`config.mk`:
```
export PLATFORM = sky130hd
export DESIGN_NAME = msdap_p2s_tx
export DESIGN_NICKNAME = d
export VERILOG_FILES = /design/src/rtl/msdap_pkg.sv /design/src/rtl/p2s_shift_reg.sv /design/src/rtl/msdap_p2s_tx.sv
export SDC_FILE = /design/constraint.sdc
export NUM_CORES = 1
export LEC_CHECK = 0
export CAP_MARGIN = 20
export CORE_ASPECT_RATIO = 1.5
export CORE_UTILIZATION = 39
export CTS_BUF_LIST = sky130_fd_sc_hd__clkbuf_4 sky130_fd_sc_hd__clkbuf_8
export DETAILED_ROUTE_END_ITERATION = 10
export PLACE_DENSITY = 0.63
export SLEW_MARGIN = 20
export SYNTH_ARGS = -nofsm -noshare
export SYNTH_HDL_FRONTEND = slang
export SYNTH_SLANG_ARGS = --single-unit
export TNS_END_PERCENT = 5
```
`constraint.sdc`:
```
create_clock -name clk -period 3.2 [get_ports clk]
set_clock_uncertainty 0.1 [all_clocks]
set_input_delay 0.96 -clock clk [delete_from_list [all_inputs] [get_ports clk]]
set_output_delay 0.96 -clock clk [all_outputs]
set_load 0.05 [all_outputs]
```
`src/rtl/msdap_pkg.sv`:
```
// Shared MSDAP definitions: datapath width, serializer FSM states and bit-counter type.
package msdap_pkg;

  localparam int unsigned MSDAP_DATA_W = 40;
  localparam int unsigned MSDAP_CNT_W  = 6;

  typedef enum logic {IDLE, SHIFT} p2s_state_e;

  typedef logic [MSDAP_CNT_W-1:0] p2s_cnt_t;

endpackage

```
`src/rtl/p2s_shift_reg.sv`:
```
// Per-channel loadable MSB-first shift register; priority clear > load > shift.
module p2s_shift_reg
  import msdap_pkg::*;
#(
  parameter int unsigned W = MSDAP_DATA_W
) (
  input  logic         clk,
  input  logic         i_clear,
  input  logic         i_load,
  input  logic         i_shift,
  input  logic [W-1:0] i_data,
  output logic         o_msb
);

  logic [W-1:0] r_sr;

  always_ff @(posedge clk) begin
    if (i_clear) begin
      r_sr <= '0;
    end else if (i_load) begin
      r_sr <= i_data;
    end else if (i_shift) begin
      r_sr <= {r_sr[W-2:0], 1'b0};
    end
  end

  assign o_msb = r_sr[W-1];

endmodule

```
`src/rtl/msdap_p2s_tx.sv`:
```
// MSDAP output serializer: shifts a left/right result pair out MSB-first with a frame marker.
// Optional even-parity bit per channel after the LSB when MSDAP_P2S_PARITY_EN is defined.
module msdap_p2s_tx
  import msdap_pkg::*;
#(
  parameter int unsigned DATA_W = MSDAP_DATA_W,
  parameter int unsigned CNT_W  = MSDAP_CNT_W
) (
  input  logic              clk,
  input  logic              reset_n,
  input  logic              p2s_clear,
  input  logic              p2s_load,
  input  logic              p2s_en,
  input  logic [DATA_W-1:0] data_l,
  input  logic [DATA_W-1:0] data_r,
  output logic              out_ready,
  output logic              out_frame,
  output logic              out_l,
  output logic              out_r,
  output logic              busy,
  output logic              overrun
);

`ifdef MSDAP_P2S_PARITY_EN
  localparam int unsigned FRAME_W = DATA_W + 1;
`else
  localparam int unsigned FRAME_W = DATA_W;
`endif
  localparam logic [CNT_W-1:0] LAST = CNT_W'(FRAME_W - 1);

  p2s_state_e       r_state;
  logic [CNT_W-1:0] r_cnt;
  logic             r_frame;
  logic             r_busy;
  logic             r_ovr;

  logic               w_at_last;
  logic               w_sr_clear;
  logic               w_sr_load;
  logic               w_sr_shift;
  logic [FRAME_W-1:0] w_word_l;
  logic [FRAME_W-1:0] w_word_r;

`ifdef MSDAP_P2S_PARITY_EN
  assign w_word_l = {data_l, ^data_l};
  assign w_word_r = {data_r, ^data_r};
`else
  assign w_word_l = data_l;
  assign w_word_r = data_r;
`endif

  assign w_at_last = (r_state == SHIFT) && p2s_en && (r_cnt == LAST);
  assign out_ready = (r_state == IDLE) || w_at_last;

  // The shift registers double as the output flops, so ending a word clears them to zero.
  assign w_sr_clear = !reset_n || p2s_clear || (w_at_last && !p2s_load);
  assign w_sr_load  = p2s_load && out_ready;
  assign w_sr_shift = (r_state == SHIFT) && p2s_en && (r_cnt != LAST);

  always_ff @(posedge clk) begin
    if (!reset_n || p2s_clear) begin
      r_state <= IDLE;
      r_cnt   <= '0;
      r_frame <= 1'b0;
      r_busy  <= 1'b0;
      r_ovr   <= 1'b0;
    end else begin
      if (p2s_load && !out_ready) begin
        r_ovr <= 1'b1;
      end
      case (r_state)
        IDLE: begin
          if (p2s_load) begin
            r_state <= SHIFT;
            r_cnt   <= '0;
            r_frame <= 1'b1;
            r_busy  <= 1'b1;
          end
        end
        SHIFT: begin
          if (p2s_en) begin
            if (r_cnt == LAST) begin
              if (p2s_load) begin
                r_cnt   <= '0;
                r_frame <= 1'b1;
              end else begin
                r_state <= IDLE;
                r_cnt   <= '0;
                r_frame <= 1'b0;
                r_busy  <= 1'b0;
              end
            end else begin
              r_cnt   <= r_cnt + CNT_W'(1);
              r_frame <= 1'b0;
            end
          end
        end
        default: r_state <= IDLE;
      endcase
    end
  end

  p2s_shift_reg #(
    .W(FRAME_W)
  ) u_sr_l (
    .clk     (clk),
    .i_clear (w_sr_clear),
    .i_load  (w_sr_load),
    .i_shift (w_sr_shift),
    .i_data  (w_word_l),
    .o_msb   (out_l)
  );

  p2s_shift_reg #(
    .W(FRAME_W)
  ) u_sr_r (
    .clk     (clk),
    .i_clear (w_sr_clear),
    .i_load  (w_sr_load),
    .i_shift (w_sr_shift),
    .i_data  (w_word_r),
    .o_msb   (out_r)
  );

  assign out_frame = r_frame;
  assign busy      = r_busy;
  assign overrun   = r_ovr;

endmodule

```
# --- Yosys cells after proc, flatten, opt, wreduce, memory -nomap -nowiden ---
# Index checks and enable logic that the tools add are counted.
word_totals:
  ff_bits: 90
  inputBits: 85
  output_inout_bits: 6
  elab_cells: 50
op_classes:
  add_sub_neg: 1
  eq_ne: 6
  n_mux: 20
  bitwise: 1
  n_reduce_logical: 15
op_table:
  columns: ["cell", "n"]
  rows:
  - ["$mux W40", 4]
  - ["$mux W6", 3]
  - ["$pmux W6 S2", 1]
  - ["$mux W1", 9]
  - ["$add A6 B1 Y6 const B", 1]
  - ["$eq A6 B6 Y1 const B", 1]
  - ["$logic_and A1 B1 Y1", 6]
  - ["$ne A2 B2 Y1 const B", 3]
  - ["$ne A6 B6 Y1 const B", 1]
  - ["$pmux W1 S2", 3]
  - ["$reduce_and A4 Y1", 1]
  - ["$logic_not A1 Y1", 3]
  - ["$logic_or A1 B1 Y1", 3]
  - ["$ne A2 B1 Y1 const B", 1]
  - ["$reduce_and A2 Y1", 1]
  - ["$reduce_bool A2 Y1", 1]
  - ["$not A1 Y1", 1]

# --- Logic depth before layout (Yosys ltp) ---
# Gate-level depths: netlist of the first run.
depth:
  depth_word: 5
  mapped_depth: 8
  depth_no_buf: 5

# --- Modules after synthesis ---
# From an unflattened synthesis of the first run, not the netlist that was laid out.
unflattened:
  hier_cells: 414
  area_unflattened_um2: 4201.5
by_module_without_submodules:
  columns: ["mod", "n_inst", "cells_each", "area_each_um2", "seq_area_each_um2"]
  rows:
  - ["p2s_shift_reg", 2, 178, 1849.3, 800.8]
  - ["msdap_p2s_tx", 1, 58, 503.0, 200.2]

# --- Worst setup path before layout of the first run ---
# OpenSTA, ideal clock, no wires.
synth_path:
  path_type: "input -> output"
  startpoint: "input p2s_en"
  endpoint: "output out_ready"
  arrival_time_ns: 1.564
  required_ns: 2.140
  slack_ns: 0.576
  stages: 3
  n_path_buf: 1
  path_cell_list: "buf_2 > a31oi_1 > inv_1"
synth_via:
  elab_chain_len: 3
synth_lines:
  columns: ["item", "line_no", "text"]
  rows:
  - ["start, declared", "msdap_p2s_tx.sv:13", "input logic p2s_en,"]
  - ["$logic_and A1 B1 Y1 (2 in a row)", "msdap_p2s_tx.sv:52", "assign w_at_last = (r_state == SHIFT) && p2s_en && (r_cnt == LAST);"]
  - ["$logic_or A1 B1 Y1", "msdap_p2s_tx.sv:53", "assign out_ready = (r_state == IDLE) || w_at_last;"]
  - ["end, declared", "msdap_p2s_tx.sv:16", "output logic out_ready,"]
# Every way passes these cells.

# --- Final worst setup path of the first run ---
# Ends and elaborated chain as after synthesis.

==> run_results.csv, run 1 <==
group,metric,value,unit
synth,synth_area_per_cell,7.71,sq um
min_path,whs_path_depth,2,
grt,grt_max_degree,81,
place,numPortBuffers,90,
min_path,hp-class,"register to register",
sta,hold_viol_final,0,
clock_network,post-cts-setup-buffer-count,0,
critical_path,regToRegEndpoint,"u_sr_l.r_sr[20]$_SDFFE_PP0P_",
final_layout,nets,652,
critical_path,r2r-start,"r_cnt[0]$_SDFFE_PP0P_",
critical_path,required,2.14,ns
sta,rsz0062_at_grt,"no",
die,rows,44,
sta,worst_pin_slew,0.531,ns
critical_path,crit_fanout,2,
critical_path,startpoint,"p2s_en",
final_layout,syn2layout_area_growth,29.2,%
sta,setup_tns,0,ns
place,dp.cells,670,
clock_network,clk_pin_slew_worst_paths,0.08,ns
job,cap_viol_max_count,0,
route,route.detailed.drc,0,
critical_path,cp-end-kind,"primary output",
pwr,peakVddDrop,0.258,mV
clock_network,cts_root_buffer,"clkbuf_8",
clock_network,h-tree-depth,3,
critical_path,reg2reg_depth,7,
final_layout,stdcell_count,685,
final_layout,antenna_cells,0,
synth,synthesis.area,3880,sq um
critical_path,crit_type,"primary input to primary output",
route,routed_wl,9.37,mm
grt,grt_pass1_vias,3528,
sta,fmax,0.342,GHz
clock_network,cts_hold_buf,0,
route,via_per_inst,5.40,
final_layout,fill_cells,933,
sta,slew_headroom,64.3,%
clock_network,cts.sinks,90,
route,avgRoutedWirePerCell,13.7,um
sta,final.min_clock_period,2.92,ns
clock_network,clkLatencyLatePin,0.35,ns
synth,synth-seq-cells,90,
min_path,min_from,"u_sr_l.r_sr[37]$_SDFFE_PP0P_",
synth,synthCells,503,
die,die_area,10400,sq um
synth,synth.largest_area_cell,"dfxtp_1",
route,postRouteAntennaNets,0,
critical_path,critPathArrivalTime,1.86,ns
die,start_util,40.0,%
synth,synth_most_common_cell,"a21oi_1",
place,dp_hpwl,5.77,mm
synth,synthDistinctLibCells,31,
die,io_pins,91,
critical_path,reg2reg_slack,1.24,ns
final_layout,utilization,51.7,%
synth,yosys.area.top_type_share,46.5,%
place,post-place-ws,0.288,ns
clock_network,cts_buffers,9,
synth,ys_top_cells_by_area,"dfxtp_1 46%, a21oi_1 21%, o21ai_0 8.5%, nand2_1 8.0%, buf_2 3.9%",
sta,finalWorstSetupSlack,0.280,ns
grt,grt_usage,18.7,%
synth,ys_warn_count,0,
sta,fin_crit_sh,91.2,%
synth,async_reset_ff_share,0,%
sta,holdWs,0.347,ns
final_layout,drive_gt1_share,5.96,%
synth,ys_seq_area_share,46.5,%
critical_path,endpoint,"out_ready",
synth,synthFlopType,"dfxtp_1",
critical_path,start_kind,"primary input",
pwr,p_per_area,463,nW/um^2
die,die_y,124,um
synth,yosys-top-cells-count,"162 x a21oi_1, 90 x dfxtp_1, 83 x nand2_1",
die,die_width,83.4,um
place,gp_congestion,0.848,
grt,grt_pass1_wl,15.8,mm
synth,synth_nets,589,
route,vias,3698,
route,drtPass1Iterations,4,
route,detail_route.iter0.violations,182,
clock_network,cts_tree,"yes",
sta,setup_viol,0,
sta,slew_violations,0,
clock_network,cts_max_path_buffers,2,
outcome,status,"finished clean",
synth,synth_edf_count,0,
grt,grt_overflow,0,
pwr,leakagePower,1.73,nW
die,core_area,9690,sq um
clock_network,postCtsResizedCells,0,
grt,antenna_found_initial,0,
-- worst max-delay path, stage by stage --
cell and delay, ns:
clkdlybuf4s50_1 0.42, a31oi_1 0.19, inv_1 0.12, buf_12 0.16
-- kinds of logic (layout without fill, tap and decap cells) --
logic type,Yosys count,in the layout,share of synthesized area (%)
xor+xnor,2,2,0.452
compound gates,252,252,34.5
simple gates,103,103,10.7
buf+inv,52,119,6.58
flops,90,90,46.5
mux,3,3,0.903
fa+ha+maj,1,1,0.323
-- layer usage --
layer | GRT usage (%) | part of all wire [%] | vias up
met4 | 7.31 | 1.6 | 0
met1 | 22.1 | 45 | 1718
met3 | 3.58 | 4.7 | 10
met2 | 33.8 | 49 | 93
li1 | - | - | 1877
met5 | 0 | 0 | -
-- registers in the layout, summed over array words and instances, names as in the netlist --
register / count
u_sr_l.r_sr: 40
out_frame: 1
u_sr_r.r_sr: 40
busy: 1
r_cnt: 6
overrun: 1
r_state: 1
-- area by class of cell --
type | instances | area [sq um] | share of cell area (%)
sequential | 90 | 1800 | 36.0
clock buffer | 12 | 153 | 3.05
tap | 115 | 144 | 2.87
clock inverter | 3 | 40.0 | 0.799
timing repair buffer | 100 | 1040 | 20.7
multi-input combinational | 361 | 1820 | 36.4
inverter | 4 | 15.0 | 0.300
-- placed cells by master, fill, tap and decap left out --
cell and count:
inv_1 4, mux2i_1 1, clkdlybuf4s50_1 89, a21oi_1 162
a31o_2 1, nor2_1 9, mux2_2 1, buf_4 6
nand2_1 83, a41o_2 1, mux2i_2 1, nand3_1 2
o21ai_1 13, nor2b_1 2, a31oi_1 1, o21ai_0 66
clkinv_2 2, clkbuf_8 10, nand2b_1 1, nand4_1 2
ha_1 1, bufinv_16 1, xor2_1 2, o211ai_1 1
clkbuf_4 2, or3_1 1, o31ai_1 1, dfxtp_1 90
buf_12 5, a41oi_4 1, a31oi_4 2, or2_2 1
and3b_1 2, a22oi_1 3
-- where the power goes --
group	internal, mW	switching [mW]	leakage [nW]	total (mW)
Sequential	1.17	0.0236	0.734	1.19
Combinational	0.175	0.189	0.897	0.364
Clock	0.393	0.369	0.103	0.762
-- worst min path at each step --
stage / end
2_1_floorplan: u_sr_l.r_sr[10]$_SDFFE_PP0P_
3_3_place_gp: u_sr_r.r_sr[21]$_SDFFE_PP0P_
3_5_place_dp: u_sr_l.r_sr[38]$_SDFFE_PP0P_
4_1_cts: u_sr_l.r_sr[38]$_SDFFE_PP0P_
5_1_grt: u_sr_r.r_sr[24]$_SDFFE_PP0P_
6_report: u_sr_l.r_sr[38]$_SDFFE_PP0P_
-- per-stage QoR --
step / area (sq um) / power [mW]
2_1_floorplan: 3880 / 1.42
3_3_place_gp: 4820 / 1.58
3_5_place_dp: 4820 / 1.58
4_1_cts: 5010 / 2.36
5_1_grt: 5010 / 2.44
6_report: 5010 / 2.32
Power figures use the tool's default switching activity.
==> inputs of run 2 (changes only) <==
- CELL_PAD_IN_SITES_DETAIL_PLACEMENT: not set -> 1
- CELL_PAD_IN_SITES_GLOBAL_PLACEMENT: not set -> 1
- PLACE_DENSITY: 0.63 -> 0.83
==> run_results.csv, run 2 (same netlist as run 1, synthesis figures left out) <==
group,metric,value,unit
place,dp_hpwl,6.85,mm
final_layout,layout_common_cells,"162 x a21oi_1, 90 x dfxtp_1, 89 x clkdlybuf4s50_1",
route,routed_wl,10.5,mm
route,detail_route.iter0.violations,165,
die,start_util,40.0,%
clock_network,cts_root_buffer,"clkbuf_8",
pwr,combPwrFrac,16.5,%
min_path,hp-class,"register to register",
sta,slew_headroom,60.0,%
pwr,power.internal,1.67,mW
route,via_per_inst,5.49,
clock_network,cts_buffers,9,
final_layout,antenna_cells,0,
critical_path,cp-end-kind,"primary output",
critical_path,regToRegEndpoint,"u_sr_r.r_sr[29]$_SDFFE_PP0P_",
pwr,leakagePower,1.74,nW
critical_path,reg2reg_depth,5,
grt,grt_pass1_wl,17.4,mm
route,vias,3770,
critical_path,r2r-start,"r_cnt[3]$_SDFFE_PP0P_",
clock_network,clk_pin_slew_worst_paths,0.08,ns
critical_path,crit_fanout,2,
pwr,seq_power_share,52.2,%
sta,setup_tns,0,ns
clock_network,cts.sinks,90,
critical_path,critPathArrivalTime,1.86,ns
sta,worst_pin_slew,0.595,ns
place,numPortBuffers,90,
sta,setup_viol,0,
critical_path,cp_top_family,"buffers and inverters",
die,die_y,124,um
route,avgRoutedWirePerCell,15.3,um
place,gp_congestion,0.828,
final_layout,final_common_cell,"a21oi_1",
pwr,sw_frac_of_total,26.7,%
die,die_area,10400,sq um
min_path,hold-path-endpoint,"u_sr_r.r_sr[5]$_SDFFE_PP0P_",
critical_path,worstPathCellList,"clkdlybuf4s50_1 -> a31oi_1 -> inv_1 -> buf_12",
place,post-place-ws,0.206,ns
outcome,status,"finished clean",
sta,slew_violations,0,
pwr,p_switching,0.609,mW
clock_network,cts_max_path_buffers,2,
final_layout,nets,654,
pwr,p_per_area,455,nW/um^2
die,io_pins,91,
sta,hold_viol_final,0,
die,die_width,83.4,um
route,postRouteAntennaNets,0,
sta,final.min_clock_period,2.92,ns
pwr,peakVddDrop,0.236,mV
final_layout,drive_gt1_share,6.29,%
sta,fin_crit_sh,91.2,%
clock_network,cts_tree,"yes",
final_layout,syn2layout_area_growth,29.5,%
sta,finalWorstSetupSlack,0.280,ns
sta,fmax,0.342,GHz
job,cap_viol_max_count,0,
critical_path,slowest_delay,0.43,ns
grt,grt_max_degree,66,
grt,grt_usage,20.8,%
grt,grt_overflow,0,
pwr,clockPowerShare,31.2,%
min_path,min_from,"u_sr_r.r_sr[4]$_SDFFE_PP0P_",
route,drtPass1Iterations,4,
clock_network,h-tree-depth,3,
min_path,whs_path_depth,2,
clock_network,postCtsResizedCells,0,
clock_network,clkLatencyLatePin,0.36,ns
critical_path,start_kind,"primary input",
sta,rsz0062_at_grt,"no",
final_layout,fill_cells,1201,
die,core_area,9690,sq um
die,rows,44,
critical_path,crit_type,"primary input to primary output",
clock_network,cts_hold_buf,0,
final_layout,top_regs,"u_sr_l.r_sr: 40 flops, u_sr_r.r_sr: 40 flops, r_cnt: 6 flops",
route,route.detailed.drc,0,
grt,grt_pass1_vias,3880,
critical_path,reg2reg_slack,1.26,ns
critical_path,required,2.14,ns
grt,antenna_found_initial,0,
clock_network,post-cts-setup-buffer-count,0,
critical_path,crit_buf_inv,3,
critical_path,slowest_stage,"clkdlybuf4s50_1",
[run 2: per-layer routing]
layer	GRT usage [%]	up-vias	wire length [um]
met2	37.4	82	5370
met4	11.5	0	279
met1	23.8	1793	4510
met5	0	-	0
met3	2.98	22	380
li1	-	1873	-
[run 2: worst max-delay path by stage]
stage / start / endpoint / depth (start not counted)
after floorplan: p2s_en / out_ready / 3
after global placement: p2s_load / u_sr_r.r_sr[7]$_SDFFE_PP0P_ / 6
after detailed placement: p2s_load / u_sr_r.r_sr[9]$_SDFFE_PP0P_ / 6
after CTS: p2s_en / out_ready / 4
after global routing: p2s_en / out_ready / 4
final: p2s_en / out_ready / 4
[run 2: layout make-up]
| cell class | instances | area (sq um) | area share, % |
|---|---|---|---|
| clock buffers | 12 | 159 | 3.17 |
| clock inverters | 3 | 15.0 | 0.299 |
| inverters | 4 | 15.0 | 0.299 |
| multi-input cells | 361 | 1820 | 36.3 |
| flip-flops and latches | 90 | 1800 | 35.9 |
| well taps | 115 | 144 | 2.87 |
| repair buffers | 102 | 1060 | 21.2 |
[run 2: worst min-delay path: stages (launching register included)]
cell and delay (ns):
dfxtp_1 0.31, nand2_1 0.05, a21oi_1 0.05
[run 2: through the flow]
stage / hold WS (ns) / std cells / area (sq um) / power, mW / utilization (%)
floorplan: 0.326 / 503 / 3880 / 1.42 / -
global placement: 0.332 / 672 / 4850 / 1.59 / 50.0
detailed placement: 0.342 / 672 / 4850 / 1.60 / 50.0
CTS: 0.354 / 687 / 5020 / 2.31 / 51.8
global route: 0.370 / 687 / 5020 / 2.40 / 51.8
finish: 0.350 / 687 / 5020 / 2.28 / 51.8
[run 2: power by group through the flow]
stage          Clock [mW]  Combinational [mW]  Sequential [mW]
4_1_cts             0.734               0.382             1.19
2_1_floorplan           0               0.202             1.22
3_5_place_dp            0               0.379             1.22
3_3_place_gp            0               0.370             1.22
6_report            0.713               0.377             1.19
5_1_grt             0.781               0.419             1.20
==> inputs of run 3 (changes only) <==
--- a/config.mk
+++ b/config.mk
@@ -13,4 +13,5 @@
 export CTS_BUF_LIST = sky130_fd_sc_hd__clkbuf_4 sky130_fd_sc_hd__clkbuf_8
 export DETAILED_ROUTE_END_ITERATION = 10
+export GPL_TIMING_DRIVEN = 0
 export PLACE_DENSITY = 0.83
 export SLEW_MARGIN = 20
==> constraint.sdc (replaced) <==
create_clock -name clk -period 3.2 [get_ports clk]
set_clock_uncertainty 0.1 [all_clocks]
set_input_delay 0.96 -clock clk [delete_from_list [all_inputs] [get_ports clk]]
set_output_delay 0.96 -clock clk [all_outputs]
set_load 0.02 [all_outputs]
==> run_results.csv, run 3 (same netlist as run 1, synthesis figures left out) <==
group,metric,value,unit
outcome,status,"finished clean",
pwr,p_per_area,475,nW/um^2
clock_network,cts_max_path_buffers,2,
place,placed_area,4900,sq um
sta,hold_viol_final,0,
clock_network,cts_root_buffer,"clkbuf_8",
grt,grt_usage,22.0,%
clock_network,clk_pin_slew_worst_paths,0.09,ns
route,drtPass1Iterations,4,
die,die_width,83.4,um
final_layout,nets,688,
critical_path,crit_type,"register to primary output",
grt,grt_max_degree,15,
sta,setup_viol,0,
final_layout,drive_gt1_share,9.56,%
final_layout,final_common_cell,"a21oi_1",
grt,grt_pass1_wl,18.3,mm
sta,fin_crit_sh,92.8,%
final_layout,utilization,52.9,%
critical_path,critPathArrivalTime,1.91,ns
die,die_y,124,um
job,cap_viol_max_count,0,
final_layout,syn2layout_area_growth,32.2,%
clock_network,clkLatencyLatePin,0.36,ns
die,die_area,10400,sq um
final_layout,antenna_cells,0,
route,via_per_inst,5.32,
sta,slew_violations,0,
final_layout,multi_input_area,1820,sq um
grt,grt_overflow,0,
route,route.detailed.drc,0,
route,routed_wl,11.0,mm
grt,grt_pass1_vias,3952,
final_layout,layout_common_cells,"162 x a21oi_1, 90 x dfxtp_1, 87 x clkdlybuf4s50_1",
sta,setup_tns,0,ns
route,vias,3842,
route,detail_route.iter0.violations,160,
place,dp_hpwl,8.08,mm
final_layout,final_area,5130,sq um
critical_path,cp-end-kind,"primary output",
place,gp_congestion,0.786,
die,rows,44,
sta,slew_headroom,66.4,%
die,io_pins,91,
critical_path,reg2reg_slack,1.10,ns
min_path,hp-class,"register to register",
final_layout,fill_cells,1208,
route,avgRoutedWirePerCell,15.2,um
critical_path,required,2.14,ns
final_layout,regArea,1800,sq um
clock_network,h-tree-depth,3,
route,postRouteAntennaNets,0,
final_layout,top_regs,"u_sr_l.r_sr: 40 flops, u_sr_r.r_sr: 40 flops, r_cnt: 6 flops",
critical_path,crit_fanout,8,
sta,final.min_clock_period,2.97,ns
sta,worst_pin_slew,0.499,ns
sta,rsz0062_at_grt,"no",
place,numPortBuffers,88,
grt,antenna_found_initial,0,
critical_path,start_kind,"register",
pwr,leakagePower,1.83,nW
die,start_util,40.0,%
clock_network,cts_tree,"yes",
clock_network,cts_buffers,9,
clock_network,cts.sinks,90,
die,core_area,9690,sq um
pwr,finalPower,2.43,mW
pwr,peakVddDrop,0.258,mV
sta,fmax,0.337,GHz
run 3: through the flow:
stage / hold WS, ns / cells / setup WS, ns
after floorplan: 0.326 / 503 / 0.729
after global placement: 0.334 / 706 / 0.179
after detailed placement: 0.341 / 706 / 0.175
after CTS: 0.343 / 722 / 0.213
after global routing: 0.366 / 722 / 0.0991
final: 0.342 / 722 / 0.231
run 3: cell type report:
class                   count  share of cell area, %
inverters                   4                  0.293
well taps                 115                   2.81
repair buffers             88                   17.2
multi-input cells         361                   35.5
clock inverters             5                   1.51
flip-flops and latches     90                   35.1
clock buffers              11                   2.83
plain buffers              48                   4.74
run 3: final timing paths:
kind,to,start,depth (start not counted)
worst max-delay path,out_ready,r_cnt[0]$_SDFFE_PP0P_,6
worst min-delay path,u_sr_r.r_sr[26]$_SDFFE_PP0P_,u_sr_r.r_sr[25]$_SDFFE_PP0P_,2
worst max register to register,u_sr_r.r_sr[12]$_SDFFE_PP0P_,r_cnt[0]$_SDFFE_PP0P_,7
worst min register to register,u_sr_r.r_sr[26]$_SDFFE_PP0P_,u_sr_r.r_sr[25]$_SDFFE_PP0P_,2
run 3: layer usage:
metal / share of wire (%) / up-vias / track usage [%]
li1: - / 1949 / -
met1: 44 / 1824 / 26.1
met2: 52 / 59 / 40.4
met3: 3.1 / 10 / 3.91
met4: 1.2 / 0 / 7.10
met5: 0 / - / 0
run 3: where the power goes:
part           total [mW]  internal [mW]  leakage [nW]  switching [mW]
logic               0.379          0.178         0.983           0.201
registers            1.19           1.17         0.734          0.0237
clock network       0.863          0.467         0.113           0.395
run 3: critical path, stage by stage, from the launching register on:
cell           delay [ns]
dfxtp_1              0.35
ha_1                 0.24
nor2b_1              0.14
buf_4                0.18
a31oi_1              0.23
inv_1                0.08
dlygate4sd2_1        0.32
run 3: repair_timing:
item	CTS	global route
hold buffers	0	0
buffers inserted	0	0
resized for setup	2	0
endpoints found under the setup margin	1	0
